[src/rtl/gpio_irq.sv]
// rtl/gpio_irq.sv - 16-bit memory-mapped GPIO with per-pin edge interrupts
//
// Purpose: synchronises pin inputs, provides a read/write output register,
// and latches rising/falling pin events into software-cleared pending bits
// that drive a level interrupt.
//
// Ports:
//   clk, rstn          clock (rising edge), asynchronous active-low reset
//   req, gnt           bus request (pre-decoded) and zero-wait grant
//   we, be, addr       write enable, byte enables, byte offset (addr[4:2] = reg)
//   wdata, rdata       write data, registered read data
//   rvalid             one-cycle response strobe per accepted request
//   in, out            asynchronous pin inputs, pin outputs (OUT register)
//   irq                level interrupt, |(IRQ_PEND & IRQ_EN)

module gpio_irq (
  input  logic        clk,
  input  logic        rstn,
  input  logic        req,
  output logic        gnt,
  output logic        rvalid,
  input  logic        we,
  input  logic [3:0]  be,
  input  logic [4:0]  addr,
  input  logic [31:0] wdata,
  output logic [31:0] rdata,
  input  logic [15:0] in,
  output logic [15:0] out,
  output logic        irq
);

  localparam logic [2:0] REG_IN   = 3'd0;
  localparam logic [2:0] REG_OUT  = 3'd1;
  localparam logic [2:0] REG_EN   = 3'd2;
  localparam logic [2:0] REG_RISE = 3'd3;
  localparam logic [2:0] REG_FALL = 3'd4;
  localparam logic [2:0] REG_PEND = 3'd5;

  logic [15:0] s1, s2, s3;
  logic [15:0] out_q, en_q, rise_q, fall_q, pend_q;

  logic [2:0]  sel;
  logic        wr;
  logic [15:0] lane_mask;
  logic [15:0] ev;
  logic [15:0] clr;
  logic [15:0] rd_val;

  // Upper data bits, upper byte enables and the sub-word offset carry no meaning here.
  logic unused_bits;
  assign unused_bits = ^{wdata[31:16], be[3:2], addr[1:0]};

  assign gnt       = req;
  assign sel       = addr[4:2];
  assign wr        = req & we;
  assign lane_mask = {{8{be[1]}}, {8{be[0]}}};

  assign ev  = (s2 & ~s3 & rise_q) | (~s2 & s3 & fall_q);
  assign clr = (wr && sel == REG_PEND) ? (wdata[15:0] & lane_mask) : 16'h0000;

  assign out = out_q;
  assign irq = |(pend_q & en_q);

  always_comb begin
    rd_val = 16'h0000;
    case (sel)
      REG_IN:   rd_val = s2;
      REG_OUT:  rd_val = out_q;
      REG_EN:   rd_val = en_q;
      REG_RISE: rd_val = rise_q;
      REG_FALL: rd_val = fall_q;
      REG_PEND: rd_val = pend_q;
      default:  rd_val = 16'h0000;
    endcase
  end

  always_ff @(posedge clk or negedge rstn) begin
    if (!rstn) begin
      s1     <= '0;
      s2     <= '0;
      s3     <= '0;
      out_q  <= '0;
      en_q   <= '0;
      rise_q <= '0;
      fall_q <= '0;
      pend_q <= '0;
      rvalid <= 1'b0;
      rdata  <= '0;
    end else begin
      s1 <= in;
      s2 <= s1;
      s3 <= s2;

      // A new event wins over a simultaneous software clear so no edge is lost.
      pend_q <= ev | (pend_q & ~clr);

      if (wr) begin
        case (sel)
          REG_OUT:  out_q  <= (out_q  & ~lane_mask) | (wdata[15:0] & lane_mask);
          REG_EN:   en_q   <= (en_q   & ~lane_mask) | (wdata[15:0] & lane_mask);
          REG_RISE: rise_q <= (rise_q & ~lane_mask) | (wdata[15:0] & lane_mask);
          REG_FALL: fall_q <= (fall_q & ~lane_mask) | (wdata[15:0] & lane_mask);
          default:  ;
        endcase
      end

      rvalid <= req;
      if (req) begin
        rdata <= we ? 32'h0 : {16'h0000, rd_val};
      end
    end
  end

endmodule

[config.mk]
export PLATFORM = sky130hd
export DESIGN_NAME = gpio_irq
export DESIGN_NICKNAME = d
export VERILOG_FILES = /design/src/rtl/gpio_irq.sv
export SDC_FILE = /design/constraint.sdc
export NUM_CORES = 1
export LEC_CHECK = 0
export ABC_AREA = 1
export BUFFER_PORTS_ARGS = -buffer_cell sky130_fd_sc_hd__buf_2
export CAP_MARGIN = 20
export CORE_UTILIZATION = 50
export DETAILED_ROUTE_END_ITERATION = 10
export GPL_ROUTABILITY_DRIVEN = 0
export PLACE_DENSITY = 0.82
export SETUP_SLACK_MARGIN = 0.15
export SLEW_MARGIN = 20
export SYNTH_ARGS = -nofsm -noshare
export SYNTH_HDL_FRONTEND = slang
export SYNTH_SLANG_ARGS = --single-unit
[constraint.sdc]
create_clock -name clk -period 1.2 [get_ports clk]
set_clock_uncertainty 0.05 [all_clocks]
set_input_delay 0.18 -clock clk [delete_from_list [all_inputs] [get_ports clk]]
set_output_delay 0.18 -clock clk [all_outputs]
set_load 0.005 [all_outputs]
# Yosys cells after proc, flatten, opt, wreduce, memory -nomap -nowiden
# Index checks and enable logic that the tools add are counted.
# word_totals
elab_cells,47
input_bits,61
output_inout_bits,51
ff_bits,161
# classes
mux,3
bitwise,22
n_eq_ne,5
reduce_logical,7
# ops
operator,count
$and 16x16->16,11
$or 16x16->16,6
$pmux 16 s6,1
$not 16->16,4
$mux 16,2
$reduce_or 16->1,1
$reduce_and 2->1,4
$eq 3x2->1 const B,2
$eq 3x3->1 const B,2
$eq 3x1->1 const B,1
$logic_not 3->1,1
$and 1x1->1,1
$logic_and 1x1->1,1

# Depth between registers and ports, before layout
# Gate-level depths: netlist of the first run.
# logic_depth
ltp_word,6
mapped_depth,10
depth_no_buf,7

# Worst setup path after synthesis of the first run
# OpenSTA, ideal clock, no wires.
# synth_path
path_kind,input to register
start,in addr[3]
end,reg pend_q[12]
setup_ps,123
path_buffers,2
setup_slack_ps,-101
t_required_ps,1027
arrival_time_ps,1128
cell_stages,8
cell_sequence,buf_2 inv_1 buf_2 nand3_2 nor2_2 nand2_1 o21ai_0 nand2_1
# synth_via
elab_chain_cells,6
# synth_rtl
item,line_no,rtl
"start, declared",24,"input logic [4:0] addr,"
$eq 3x3->1,59,assign clr = (wr && sel == REG_PEND) ? (wdata[15:0] & lane_mask) : 16'h0000;
$logic_and 1x1->1,59,
$mux 16,59,
$not 16->16,95,pend_q <= ev | (pend_q & ~clr);
$and 16x16->16,95,
$or 16x16->16,95,
"end signal, assigned",95,
"end, declared",40,"logic [15:0] out_q, en_q, rise_q, fall_q, pend_q;"
# Every way passes these cells.
# A chain may end at the register's enable or synchronous reset.

# Worst setup path after layout of the first run
# layout_path
start,reg pend_q[11]
end,out irq
# layout_via
elab_chain_cells,2
# layout_rtl
item,line_no,rtl
$and 16x16->16,62,assign irq = |(pend_q & en_q);
$reduce_or 16->1,62,
"end, declared",29,output logic irq
# Every way passes these cells.

==> impl_metrics.tcl, run 1 <==
set metrics [dict create \
    status "complete, but fails checks" \
    violations "setup timing" \
    num-fill-cells 903 \
    setup_viol_count_final 7 \
    startpoint_type "register" \
    clkTransAtPathRegs_ns 0.06 \
    hp-class "in2reg" \
    synth_cells 715 \
    multi_input_area_um2 2310 \
    p_sw_share_pct 28.1 \
    detailedRoute.firstIterationViolations 578 \
    antenna_found_initial 0 \
    rows 40 \
    clkPwrFrac_pct 37.9 \
    yosysSeqAreaShare_pct 58.2 \
    ant_nets 0 \
    final_common_cell "nand2_1" \
    vias 5890 \
    pwr-share-comb_pct 17.4 \
    seq_power_share_pct 44.7 \
    grt_max_degree 37 \
    cts_buffers 17 \
    drcViolationCount 0 \
    drt-total-wl_mm 17.6 \
    overflow 0 \
    vdd_drop_max_v 0.000928 \
    max_freq_ghz 0.603 \
    p_int_mw 9.55 \
    drv_slew 0 \
    die_height_um 114 \
    clock_latency_ns 0.43 \
    diodes 0 \
    drv_cap 0 \
    layoutNonFillerInstCount 1081 \
    leakagePower_nw 4.34 \
    critical_path.startpoint "pend_q[11]" \
    crit_end "irq" \
    power.density_nw_per_um2 1560 \
    syn_area_per_cell_um2 8.73 \
    arrival_ns 1.43 \
    yosys_warnings 0 \
    initial_core_util_pct 51.5 \
    synth_top_area_share_pct 58.2 \
    cts.sinks 145 \
    synth.cell_area_um2 6240 \
    final_cell_mix "nand2_1, dfrtp_1, buf_4" \
    die_w_um 114 \
    drive_gt1_share_pct 26.9 \
    ys_ff_latch 145 \
    hpwlAfterDp_mm 10.6 \
    finalCriticalPeriod_ns 1.66 \
    grt_pass1_vias 5632 \
    grt_pass1_wl_mm 27.6 \
    r2r_cells 8 \
    hold_viol 0 \
    htreeDepth 4 \
    synth_top_area_cell "dfrtp_1" \
    portBuffers 75 \
    route.detailed.wl_per_inst_um 16.3 \
    coreArea_um2 12100 \
    synth_area_leaders "dfrtp_1, nand2_1, o21ai_0, nand4_1, inv_1" \
    root_buffer "clkbuf_16" \
    cts_tree "built" \
    worstReg2RegEnd "rdata[11]" \
    finalNetCount 961 \
    dp.cells 989 \
    syn_to_final_growth_pct 36.4 \
    critPathMaxFanout 3 \
    die_area_um2 12900 \
    viasPerCell 5.45 \
    io_pins 112 \
    timing.final.crit_share_pct 138 \
    cp-end-kind "primary output" \
    seq_area_um2 3630 \
    p_sw_mw 3.73 \
    dr.pass1.iters 5 \
    ys_types 22 \
    cts.path.max_buffers 2 \
    post-route-util_pct 70.3 \
    critPathKind "reg2out" \
    track_usage_pct 28.2 \
    setup_slack_ns -0.458 \
    grt_setup_unrepaired "true" \
    worstPathRequired_ns 0.97 \
    rrSetupSlack_ns -0.08 \
]
power by group through the flow:
stage | registers [mW] | logic (mW) | clock network (mW)
floorplan | 5.90 | 0.988 | 0
global placement | 5.97 | 1.71 | 0
detailed placement | 6.00 | 1.77 | 0
CTS | 5.91 | 2.09 | 5.08
global route | 5.99 | 2.55 | 5.30
finish | 5.94 | 2.31 | 5.03
how the worst min path moves through the flow:
stage	start	end	slack, ns	cells after the start
finish	wdata[5]	register	0.02	3
global route	wdata[1]	register	0.03	3
CTS	wdata[5]	register	0.003	3
detailed placement	rstn	s1[7]	0.07	1
global placement	rstn	s1[7]	0.07	1
floorplan	rstn	asynchronous set/reset pin	-0.17	0
timing repair:
item,CTS,global route
resized for setup,18,18
gates cloned,0,0
setup buffers,23,19
setup endpoints to repair,43,55
pin swaps,37,24
hold endpoints to repair,162,0
hold buffers,18,0
area by class of cell:
class                      count  share of cell area [%]
tap                          168                    2.47
clock inverter                12                    1.29
inverter                      57                    2.78
sequential                   145                    42.6
multi-input combinational    481                    27.2
timing repair buffer         198                    18.3
clock buffer                  20                    5.37
cells in the mapped netlist:
| cell | number |
|---|---|
| nand2_1 | 214 |
| dfrtp_1 | 145 |
| o21ai_0 | 80 |
| inv_1 | 53 |
| nor2_1 | 49 |
| nand4_1 | 44 |
| nand3_1 | 37 |
| buf_2 | 18 |
| buf_4 | 18 |
| a21oi_1 | 14 |
| a31oi_1 | 9 |
| clkbuf_1 | 9 |
| nand3_2 | 9 |
| o21ai_1 | 6 |
| buf_1 | 2 |
| inv_2 | 2 |
| a211oi_2 | 1 |
| clkinv_1 | 1 |
| clkinv_2 | 1 |
| conb_1 | 1 |
| nor2_2 | 1 |
| nor2_4 | 1 |
metrics by stage:
stage	setup slack [ns]	instance area (um2)	total power [mW]	hold WS [ns]	setup TNS [ns]
floorplan	0.0367	6530	6.89	-0.166	0
detailed placement	-0.192	7340	7.77	0.0691	-13.19
global route	-0.504	8510	13.8	0.0284	-1.10
CTS	-0.461	8320	13.1	0.00344	-0.561
finish	-0.458	8510	13.3	0.0204	-0.621
global placement	-0.166	7340	7.69	0.0679	-10.79
routing by layer:
metal  up-vias  global-route usage [%]  part of all wire (%)
met5         -                       0                     0
met4         0                    13.5                   3.6
met3        68                    7.65                   9.0
met2       348                    44.2                    47
met1      2785                    36.6                    40
li1       2689                       -                     -
cells by family (layout without fill, tap and decap cells):
logic type	Yosys count	after routing	share of synthesized area [%]
AO/OA/AOI/OAI	110	110	9.13
buffers and inverters	104	287	7.72
flip-flops	145	145	58.2
other	1	16	0.0601
AND/OR/NAND/NOR	355	355	24.9
critical path: stages, from the launching register on:
cell and delay (ns):
dfrtp_1 0.40, nand2_1 0.10, nand4_1 0.11, nor2_2 0.16, nand2_1 0.10, buf_2 0.13
Note: power is estimated with default switching activity, not from simulation.
==> run 2, diff against run 1 <==
ABC_AREA = unset   (was 1)
==> run 2 against run 1 <==
The run still ends with setup timing left; non-clock buffer count is 28 higher; critical path depth decreased by 1; power grew 7.1%; worst hold slack gained 0.045 ns; count of clock-buffer cells in the layout is 1 lower; first-iteration DRC count fell by 20%; sequential share of layout area shrank 1.5 points; sequential cell count unchanged; routed wire length grew 1.4%; largest power group unchanged.
==> impl_metrics.tcl, run 2 <==
set metrics [dict create \
    synth_most_common_cell "dfrtp_1" \
    rrSetupSlack_ns -0.25 \
    power_mw 14.2 \
    syn_to_final_growth_pct 42.0 \
    drive_gt1_share_pct 44.3 \
    overflow 0 \
    viasPerCell 5.61 \
    final_cell_mix "dfrtp_1, buf_4, buf_2" \
    ant_nets 0 \
    cts_tree "built" \
    rows 40 \
    clkTransAtPathRegs_ns 0.06 \
    synth_top_area_cell "dfrtp_1" \
    antenna_found_initial 0 \
    finalCriticalPeriod_ns 1.91 \
    coreArea_um2 12100 \
    worstPathRequired_ns 0.97 \
    fin_setup_tns_ns -4.26 \
    final_common_cell "dfrtp_1" \
    cts_buffers 17 \
    syn_area_per_cell_um2 12.5 \
    diodes 0 \
    drv_slew 0 \
    drcViolationCount 0 \
    hp-class "in2reg" \
    cp-end-kind "primary output" \
    vias 5058 \
    synth_area_leaders "dfrtp_1, mux2_2, o21ai_2, nand2_1, mux4_2" \
    portBuffers 75 \
    yosysSeqAreaShare_pct 58.4 \
    cts.sinks 145 \
    die_w_um 113 \
    async_flop_share_pct 100 \
    dr.pass1.iters 5 \
    htreeDepth 4 \
    dp.cells 817 \
    leakagePower_nw 4.13 \
    ys_types 45 \
    grt_pass1_vias 5272 \
    critPathKind "reg2out" \
    root_buffer "clkbuf_16" \
    synth.cell_area_um2 6210 \
    yosys_warnings 0 \
    clock_latency_ns 0.44 \
    arrival_ns 1.68 \
    grt_pass1_wl_mm 27.6 \
    max_freq_ghz 0.522 \
    setup_slack_ns -0.714 \
    vdd_drop_max_v 0.000996 \
    synthFlopType "dfrtp_1" \
    drv_cap 0 \
    status "complete, but fails checks" \
    grt_max_degree 39 \
    synth_cells 499 \
    cts.path.max_buffers 2 \
    route.detailed.wl_per_inst_um 19.8 \
    critPathMaxFanout 3 \
    timing.final.crit_share_pct 160 \
    setup_viol_count_final 39 \
    die_height_um 113 \
    grt_setup_unrepaired "true" \
    drt-total-wl_mm 17.9 \
    synth.top_cells.by_count "dfrtp_1, nand2_1, o21ai_0, o21ai_2, inv_1" \
    startpoint_type "register" \
    post-route-util_pct 73.2 \
    detailedRoute.firstIterationViolations 465 \
    power.density_nw_per_um2 1610 \
    synth_edf_count 0 \
    io_pins 112 \
    track_usage_pct 28.9 \
    ys_ff_latch 145 \
    hold_viol 0 \
    hpwlAfterDp_mm 11.1 \
    layoutNonFillerInstCount 901 \
    die_area_um2 12900 \
    num-fill-cells 715 \
    initial_core_util_pct 51.5 \
    finalNetCount 781 \
    synth_top_area_share_pct 58.4 \
    violations "setup timing" \
]
## run 2: changes by cell type in the layout (fill, tap and decap cells not counted), sizes merged, moves of 16 or more
| cell | before | now |
|---|---|---|
| inv | 56 | 32 |
| nor2 | 51 | 3 |
| mux2 | 0 | 24 |
| nand2 | 214 | 68 |
| o21ai | 86 | 68 |
| nand3 | 46 | 5 |
| o211ai | 0 | 16 |
| nand3b | 0 | 17 |
| nand4 | 44 | 1 |
## run 2: where the power goes
group | internal (mW) | leakage [nW] | switching (mW) | total, mW
registers | 5.49 | 1.76 | 0.533 | 6.03
clock network | 3.16 | 0.275 | 2.24 | 5.40
logic | 1.60 | 2.09 | 1.20 | 2.80
total | 10.3 | 4.13 | 3.97 | 14.2
## run 2: layer usage
layer,GRT usage (%),up-vias,part of all wire (%)
li1,-,2188,-
met1,35.7,2515,39
met2,46.9,267,50
met3,6.27,88,6.0
met4,17.4,0,4.6
met5,0,-,0
## run 2: worst paths after layout
check / from / end / cells after the start
setup / recovery: pend_q[9] / irq / 4
hold / removal: req / rvalid / 2
setup reg to reg: pend_q[15] / rdata[15] / 4
hold reg to reg: s1[10] / s2[10] / 0
max in group asynchronous: rstn / pend_q[14] / 3
min in group asynchronous: rstn / rdata[12] / 2
## run 2: stage by stage
step                instance area [um2]  hold WS, ns  worst slack, ns
global placement                   7530      0.00843           -0.316
global route                       8830       0.0577           -0.764
detailed placement                 7530      0.00852           -0.355
floorplan                          6500       -0.166           -0.195
finish                             8830       0.0656           -0.714
CTS                                8710       0.0532           -0.690
## run 2: critical path: stages (launching register included)
cell	delay (ns)
dfrtp_1	0.41
a22o_1	0.26
a221oi_2	0.22
nand4_1	0.19
buf_2	0.17
## run 2: logic make-up (layout without fill, tap and decap cells)
| group | count (synthesis) | count (layout) | synth area share (%) |
|---|---|---|---|
| flip-flops | 145 | 145 | 58.4 |
| AO/OA/AOI/OAI | 120 | 120 | 14.1 |
| AND/OR/NAND/NOR | 118 | 118 | 10.0 |
| buffers and inverters | 66 | 285 | 7.01 |
| multiplexers | 49 | 49 | 10.4 |
| other | 1 | 16 | 0.0603 |
## run 2: area by class of cell
type                    instances  area [um2]  share of cell area, %
well taps                     168         210                   2.38
clock buffers                  19         443                   5.02
flip-flops and latches        145        3630                   41.1
inverters                      27         101                   1.15
clock inverters                13         153                   1.73
repair buffers                226        1840                   20.9
multi-input cells             303        2450                   27.8
## run 2: timing repair
| item | CTS | global route |
|---|---|---|
| setup endpoints to repair | 62 | 58 |
| hold endpoints to repair | 177 | 0 |
| hold buffers | 33 | 0 |
| pin swaps | 5 | 7 |
| gates resized for setup | 40 | 12 |
| buffers inserted | 9 | 10 |
| cloned | 0 | 0 |
